### src/rtl/dmem_arbiter_if.sv
// Bus bundle between the two data-memory requesters, the arbiter and the RAM.
// slave = arbiter side, master = requester/RAM environment side.
interface dmem_arbiter_if #(
    parameter int ADDR_W = 32,
    parameter int DATA_W = 32
);
    localparam int STRB_W = DATA_W / 8;

    logic              m0_req;
    logic              m0_we;
    logic [ADDR_W-1:0] m0_addr;
    logic [DATA_W-1:0] m0_wdata;
    logic [STRB_W-1:0] m0_wstrb;
    logic              m0_gnt;
    logic              m0_rvalid;
    logic [DATA_W-1:0] m0_rdata;

    logic              m1_req;
    logic              m1_we;
    logic [ADDR_W-1:0] m1_addr;
    logic [DATA_W-1:0] m1_wdata;
    logic [STRB_W-1:0] m1_wstrb;
    logic              m1_lock;
    logic              m1_gnt;
    logic              m1_rvalid;
    logic [DATA_W-1:0] m1_rdata;

    logic              ram_en;
    logic [STRB_W-1:0] ram_we;
    logic [ADDR_W-1:0] ram_addr;
    logic [DATA_W-1:0] ram_wdata;
    logic [DATA_W-1:0] ram_rdata;

    modport slave (
        input  m0_req, m0_we, m0_addr, m0_wdata, m0_wstrb,
        output m0_gnt, m0_rvalid, m0_rdata,
        input  m1_req, m1_we, m1_addr, m1_wdata, m1_wstrb, m1_lock,
        output m1_gnt, m1_rvalid, m1_rdata,
        output ram_en, ram_we, ram_addr, ram_wdata,
        input  ram_rdata
    );

    modport master (
        output m0_req, m0_we, m0_addr, m0_wdata, m0_wstrb,
        input  m0_gnt, m0_rvalid, m0_rdata,
        output m1_req, m1_we, m1_addr, m1_wdata, m1_wstrb, m1_lock,
        input  m1_gnt, m1_rvalid, m1_rdata,
        input  ram_en, ram_we, ram_addr, ram_wdata,
        output ram_rdata
    );
endinterface

### src/rtl/dmem_arbiter.sv
// Round-robin share of one single-port data RAM between CPU (port 0) and debug/loader (port 1).
// Grant is combinational in the request cycle; read data returns RD_LAT cycles later; losers simply hold req.
module dmem_arbiter #(
    parameter int ADDR_W = 32,
    parameter int DATA_W = 32,
    parameter int RD_LAT = 1
) (
    input  logic           clk,
    input  logic           rst,
    dmem_arbiter_if.slave  bus
);
    localparam int STRB_W = DATA_W / 8;

    logic              prio;
    logic              last;
    logic              winner;
    logic              grant_any;
    logic              win_we;
    logic [STRB_W-1:0] win_strb;
    logic [RD_LAT-1:0] tag_vld;
    logic [RD_LAT-1:0] tag_port;

    always_comb begin
        // Grants are held off while in reset even if requests are already up.
        grant_any = rst && (bus.m0_req || bus.m1_req);
        winner    = 1'b0;
        if (bus.m1_req) begin
            if (last && bus.m1_lock) begin
                winner = 1'b1;
            end else if (!bus.m0_req) begin
                winner = 1'b1;
            end else begin
                winner = prio;
            end
        end
        win_we   = winner ? bus.m1_we    : bus.m0_we;
        win_strb = winner ? bus.m1_wstrb : bus.m0_wstrb;
    end

    assign bus.m0_gnt    = grant_any && !winner;
    assign bus.m1_gnt    = grant_any && winner;
    assign bus.ram_en    = grant_any;
    assign bus.ram_addr  = winner ? bus.m1_addr  : bus.m0_addr;
    assign bus.ram_wdata = winner ? bus.m1_wdata : bus.m0_wdata;
    assign bus.ram_we    = (grant_any && win_we) ? win_strb : '0;

    // The tag tail lines up with ram_rdata, so rvalid steers the shared data bus.
    assign bus.m0_rvalid = tag_vld[RD_LAT-1] && !tag_port[RD_LAT-1];
    assign bus.m1_rvalid = tag_vld[RD_LAT-1] &&  tag_port[RD_LAT-1];
    assign bus.m0_rdata  = bus.ram_rdata;
    assign bus.m1_rdata  = bus.ram_rdata;

    always_ff @(posedge clk or negedge rst) begin
        if (!rst) begin
            prio <= 1'b0;
            last <= 1'b0;
        end else if (grant_any) begin
            prio <= ~winner;
            last <= winner;
        end
    end

    always_ff @(posedge clk or negedge rst) begin
        if (!rst) begin
            tag_vld  <= '0;
            tag_port <= '0;
        end else begin
            tag_vld[0]  <= grant_any && !win_we;
            tag_port[0] <= winner;
            for (int i = 1; i < RD_LAT; i++) begin
                tag_vld[i]  <= tag_vld[i-1];
                tag_port[i] <= tag_port[i-1];
            end
        end
    end
endmodule

### src/flat_wrapper.sv
// flat-port wrapper written by rule: the top's interface ports become plain ports
module dmem_arbiter_flat 
#(
    parameter int ADDR_W = 32,
    parameter int DATA_W = 32,
    parameter int RD_LAT = 1
)
  (clk, rst, bus_m0_req, bus_m0_we, bus_m0_addr, bus_m0_wdata, bus_m0_wstrb, bus_m0_gnt, bus_m0_rvalid, bus_m0_rdata, bus_m1_req, bus_m1_we, bus_m1_addr, bus_m1_wdata, bus_m1_wstrb, bus_m1_lock, bus_m1_gnt, bus_m1_rvalid, bus_m1_rdata, bus_ram_en, bus_ram_we, bus_ram_addr, bus_ram_wdata, bus_ram_rdata);
  dmem_arbiter_if #(.ADDR_W(ADDR_W), .DATA_W(DATA_W)) bus_i ();
  input  logic clk;
  input  logic rst;
  input wire logic [$bits(bus_i.m0_req)-1:0] bus_m0_req;
  input wire logic [$bits(bus_i.m0_we)-1:0] bus_m0_we;
  input wire logic [$bits(bus_i.m0_addr)-1:0] bus_m0_addr;
  input wire logic [$bits(bus_i.m0_wdata)-1:0] bus_m0_wdata;
  input wire logic [$bits(bus_i.m0_wstrb)-1:0] bus_m0_wstrb;
  output wire logic [$bits(bus_i.m0_gnt)-1:0] bus_m0_gnt;
  output wire logic [$bits(bus_i.m0_rvalid)-1:0] bus_m0_rvalid;
  output wire logic [$bits(bus_i.m0_rdata)-1:0] bus_m0_rdata;
  input wire logic [$bits(bus_i.m1_req)-1:0] bus_m1_req;
  input wire logic [$bits(bus_i.m1_we)-1:0] bus_m1_we;
  input wire logic [$bits(bus_i.m1_addr)-1:0] bus_m1_addr;
  input wire logic [$bits(bus_i.m1_wdata)-1:0] bus_m1_wdata;
  input wire logic [$bits(bus_i.m1_wstrb)-1:0] bus_m1_wstrb;
  input wire logic [$bits(bus_i.m1_lock)-1:0] bus_m1_lock;
  output wire logic [$bits(bus_i.m1_gnt)-1:0] bus_m1_gnt;
  output wire logic [$bits(bus_i.m1_rvalid)-1:0] bus_m1_rvalid;
  output wire logic [$bits(bus_i.m1_rdata)-1:0] bus_m1_rdata;
  output wire logic [$bits(bus_i.ram_en)-1:0] bus_ram_en;
  output wire logic [$bits(bus_i.ram_we)-1:0] bus_ram_we;
  output wire logic [$bits(bus_i.ram_addr)-1:0] bus_ram_addr;
  output wire logic [$bits(bus_i.ram_wdata)-1:0] bus_ram_wdata;
  input wire logic [$bits(bus_i.ram_rdata)-1:0] bus_ram_rdata;
  assign bus_i.m0_req = bus_m0_req;
  assign bus_i.m0_we = bus_m0_we;
  assign bus_i.m0_addr = bus_m0_addr;
  assign bus_i.m0_wdata = bus_m0_wdata;
  assign bus_i.m0_wstrb = bus_m0_wstrb;
  assign bus_m0_gnt = bus_i.m0_gnt;
  assign bus_m0_rvalid = bus_i.m0_rvalid;
  assign bus_m0_rdata = bus_i.m0_rdata;
  assign bus_i.m1_req = bus_m1_req;
  assign bus_i.m1_we = bus_m1_we;
  assign bus_i.m1_addr = bus_m1_addr;
  assign bus_i.m1_wdata = bus_m1_wdata;
  assign bus_i.m1_wstrb = bus_m1_wstrb;
  assign bus_i.m1_lock = bus_m1_lock;
  assign bus_m1_gnt = bus_i.m1_gnt;
  assign bus_m1_rvalid = bus_i.m1_rvalid;
  assign bus_m1_rdata = bus_i.m1_rdata;
  assign bus_ram_en = bus_i.ram_en;
  assign bus_ram_we = bus_i.ram_we;
  assign bus_ram_addr = bus_i.ram_addr;
  assign bus_ram_wdata = bus_i.ram_wdata;
  assign bus_i.ram_rdata = bus_ram_rdata;
  dmem_arbiter #(.ADDR_W(ADDR_W), .DATA_W(DATA_W), .RD_LAT(RD_LAT)) u_core (.clk(clk), .rst(rst), .bus(bus_i));
endmodule
### config.mk
export PLATFORM = sky130hd
export DESIGN_NAME = dmem_arbiter_flat
export DESIGN_NICKNAME = d
export VERILOG_FILES = /design/src/rtl/dmem_arbiter_if.sv /design/src/rtl/dmem_arbiter.sv /design/src/flat_wrapper.sv
export SDC_FILE = /design/constraint.sdc
export NUM_CORES = 1
export LEC_CHECK = 0
export BUFFER_PORTS_ARGS = -buffer_cell sky130_fd_sc_hd__buf_2
export CAP_MARGIN = 30
export CORE_AREA = 2 2 120 122
export CTS_CLUSTER_SIZE = 20
export DETAILED_ROUTE_END_ITERATION = 12
export DIE_AREA = 0 0 122 124
export GPL_TIMING_DRIVEN = 0
export PLACE_DENSITY = 0.53
export SYNTH_ARGS = -nofsm -noshare
export SYNTH_HDL_FRONTEND = slang
export SYNTH_SLANG_ARGS = --single-unit
### constraint.sdc
create_clock -name clk -period 1.6 [get_ports clk]
set_input_delay 0.32 -clock clk [delete_from_list [all_inputs] [get_ports clk]]
set_output_delay 0.32 -clock clk [all_outputs]
set_load 0.02 [all_outputs]
==> run_results.csv <==
group,metric,value,unit
cts,cts_sinks,4,
grt,gr-total-overflow,0,
cts,cts_tree,"built",
grt,grt_max_degree,11,
floorplan,die_w,122,um
logic_synthesis,ys_seq_area_share,5.93,%
sta,max_slew_margin,72.9,%
logic_synthesis,synthCells,168,
power,p_per_area,521,nW/um^2
place,gp_congestion,0.686,
logic_synthesis,synth_top_cell_by_area,"buf_4",
critical_path,arrival,1.75,ns
run_status,status,"finished, violations left",
critical_path,path_max_fanout,10,
job,max_cap_violations,0,
sta,max_freq,0.483,GHz
sta,setup_ws,-0.469,ns
cells_and_area,area_growth_syn_to_layout,120,%
critical_path,worst_r2r_path_depth,7,
worst_hold_path,hold_start,"rst",
logic_synthesis,synth_top_area_share,29.8,%
cts,cts_root_buffer,"clkbuf_16",
grt,antenna_found_initial,0,
sta,finalHoldViolations,0,
sta,post-route-min-period,2.07,ns
floorplan,die-area,15100,um^2
sta,tns,-30.40,ns
detailed_routing,drtPass1Iterations,4,
sta,skew,0.00351,ns
cts,clk_path_buf_depth,2,
detailed_routing,drt_iter0_drc,23,
detailed_routing,vias_per_cell,3.47,
cells_and_area,nets,636,
critical_path,worstPathRequired,1.28,ns
floorplan,die_height,124,um
sta,drv_slew,0,
logic_synthesis,synth.most_common_cell,"buf_4",
floorplan,io_pins,312,
critical_path,cp-end-kind,"primary output",
cts,ctsHtreeMaxLevel,1,
detailed_routing,ant_nets,0,
logic_synthesis,ys_seq_elements,4,
floorplan,start_util,12.3,%
critical_path,r2r-end,"u_core.tag_vld",
cells_and_area,diodes,0,
grt,grt_use_met1,8.04,%
place,dp_hpwl,6250,um
detailed_routing,wl_per_cell,11.1,um
floorplan,core-area,13700,um^2
logic_synthesis,synth_edf_count,0,
logic_synthesis,synth_cell_types,20,
place,io_buffers,279,
cts,clk-insertion-delay-late,0.23,ns
floorplan,row_count,43,
logic_synthesis,netlist_area,1690,um^2
grt,grt_use_met3,1.01,%
power,ir_drop,0.261,mV
grt,grt_pass1_vias,1918,
logic_synthesis,synthFlopType,"dfrtp_1",
grt,grt_use_total,7.38,%
logic_synthesis,synthTopCellsByArea,"buf_4 (30%), mux2_4 (26%), mux2_2 (24%), dfrtp_1 (5.9%), buf_12 (2.4%)",
critical_path,cp-startpoint,"u_core.prio",
grt,busiest_layer,"met2",
sta,setup_viol,70,
detailed_routing,wl,7080,um
cts,clkTransAtPathRegs,0.03,ns
critical_path,crit_type,"reg2out",
sta,period_share,129,%
critical_path,cp-start-kind,"flip-flop",
critical_path,crit_path_end,"bus_ram_addr[22]",
logic_synthesis,synth_nets,343,
power,leakage,2.15,nW
detailed_routing,vias,2217,
sta,hold-worst-slack,0.307,ns
worst_hold_path,hp-class,"in2reg",
cells_and_area,layout-drive-gt1-share,95.2,%
critical_path,reg2reg_slack,0.10,ns
critical_path,r2r-start,"u_core.prio",
grt,gr-usage-met2,14.7,%
detailed_routing,drc,0,
run_status,violations,"negative setup slack",
sta,tightest_slew,0.406,ns
logic_synthesis,synthTopCellsByCount,"buf_4 (67), mux2_2 (36), mux2_4 (29), nand3_1 (8), nor2_1 (5)",
logic_synthesis,avgSynthCellArea,10.0,um^2
logic_synthesis,yosys_warnings,0,
grt,grt_pass1_wl,8870,um
cells_and_area,num-fill-cells,1496,
cts,cts_buffers,3,
sta,rsz0062_at_grt,"yes",
logic_synthesis,async_flop_share,100,%
## state kept, by name, summed over array words and instances (netlist names)
name / cells
u_core.tag_vld: 1
u_core.prio: 1
u_core.last: 1
u_core.tag_port: 1
## worst min-delay path by stage
stage | slack [ns] | end | depth (start not counted)
after detailed placement | 0.14 | u_core.last | 1
after CTS | 0.30 | u_core.prio | 2
after floorplan | 0.02 | u_core.last | 0
after global routing | 0.32 | u_core.prio | 2
after global placement | 0.14 | u_core.last | 1
final | 0.31 | u_core.prio | 2
## through the flow
stage	std cells	total power, mW	setup slack (ns)	utilization, %	cell area (um^2)
final	639	1.93	-0.469	27.1	3710
after CTS	639	1.93	-0.495	26.7	3670
after global placement	627	1.40	-0.413	24.3	3330
after floorplan	168	0.962	-0.0488	-	1710
after global routing	639	2.04	-0.537	27.1	3710
after detailed placement	627	1.40	-0.407	24.3	3330
## report_power, final
group | leakage (nW) | internal, mW | switching (mW)
Combinational | 2.06 | 0.766 | 0.661
Clock | 0.0370 | 0.319 | 0.0700
Sequential | 0.0490 | 0.113 | 0.00456
## cell families after synthesis
logic type	count (synthesis)	share of synthesized area, %
compound gates	4	1.85
simple gates	18	5.64
flops	4	5.93
buf+inv	73	34.3
mux	69	52.2
## critical path: stages, from the launching register on
cell	delay (ns)
dfrtp_1	0.36
nand2b_4	0.15
o21ai_4	0.17
buf_12	0.12
buf_12	0.12
buf_12	0.14
mux2_4	0.29
buf_2	0.16
## layout by cell type, fill, tap and decap left out
master         synthesis  layout
a21oi_1                1       1
nor2_4                 0       1
buf_12                 2       5
buf_2                  0     253
nor2b_1                1       1
o21ai_4                1       1
nand2_1                1       1
mux2i_2                0       4
buf_4                 67      72
clkbuf_16              0       3
mux2_2                36      30
o21ai_0                1       1
and2_1                 2       1
dfrtp_1                4       4
and2_4                 0       1
dlygate4sd3_1          0       1
nand2b_4               1       1
buf_6                  1      26
nor2_1                 5       4
inv_8                  0       1
buf_8                  1       2
mux2_4                29      35
nand3_1                8       8
inv_2                  1       1
o21ai_2                0       1
## final cells by class
class	instances	area (um^2)	area share (%)
buffer	71	594	16.0
clock buffer	3	75.1	2.02
inverter	2	15.0	0.404
multi-input combinational	91	1060	28.5
sequential	4	100	2.70
tap	180	225	6.06
timing repair buffer	288	1650	44.3
## routing by layer
metal	part of all wire, %	up-vias	wire length, um
met1	34	950	2370
met5	0	-	0
met3	11	9	798
met2	54	162	3800
met4	1.4	0	101
li1	-	1096	-
## timing repair
| action | in CTS | in global routing |
|---|---|---|
| endpoints found under the hold margin | 4 | 0 |
| buffers inserted | 7 | 2 |
| resized for setup | 46 | 24 |
| gates cloned | 1 | 0 |
| hold buffers | 1 | 0 |
| endpoints found under the setup margin | 71 | 70 |
| pin swaps | 1 | 1 |
Power figures use the tool's default switching activity.
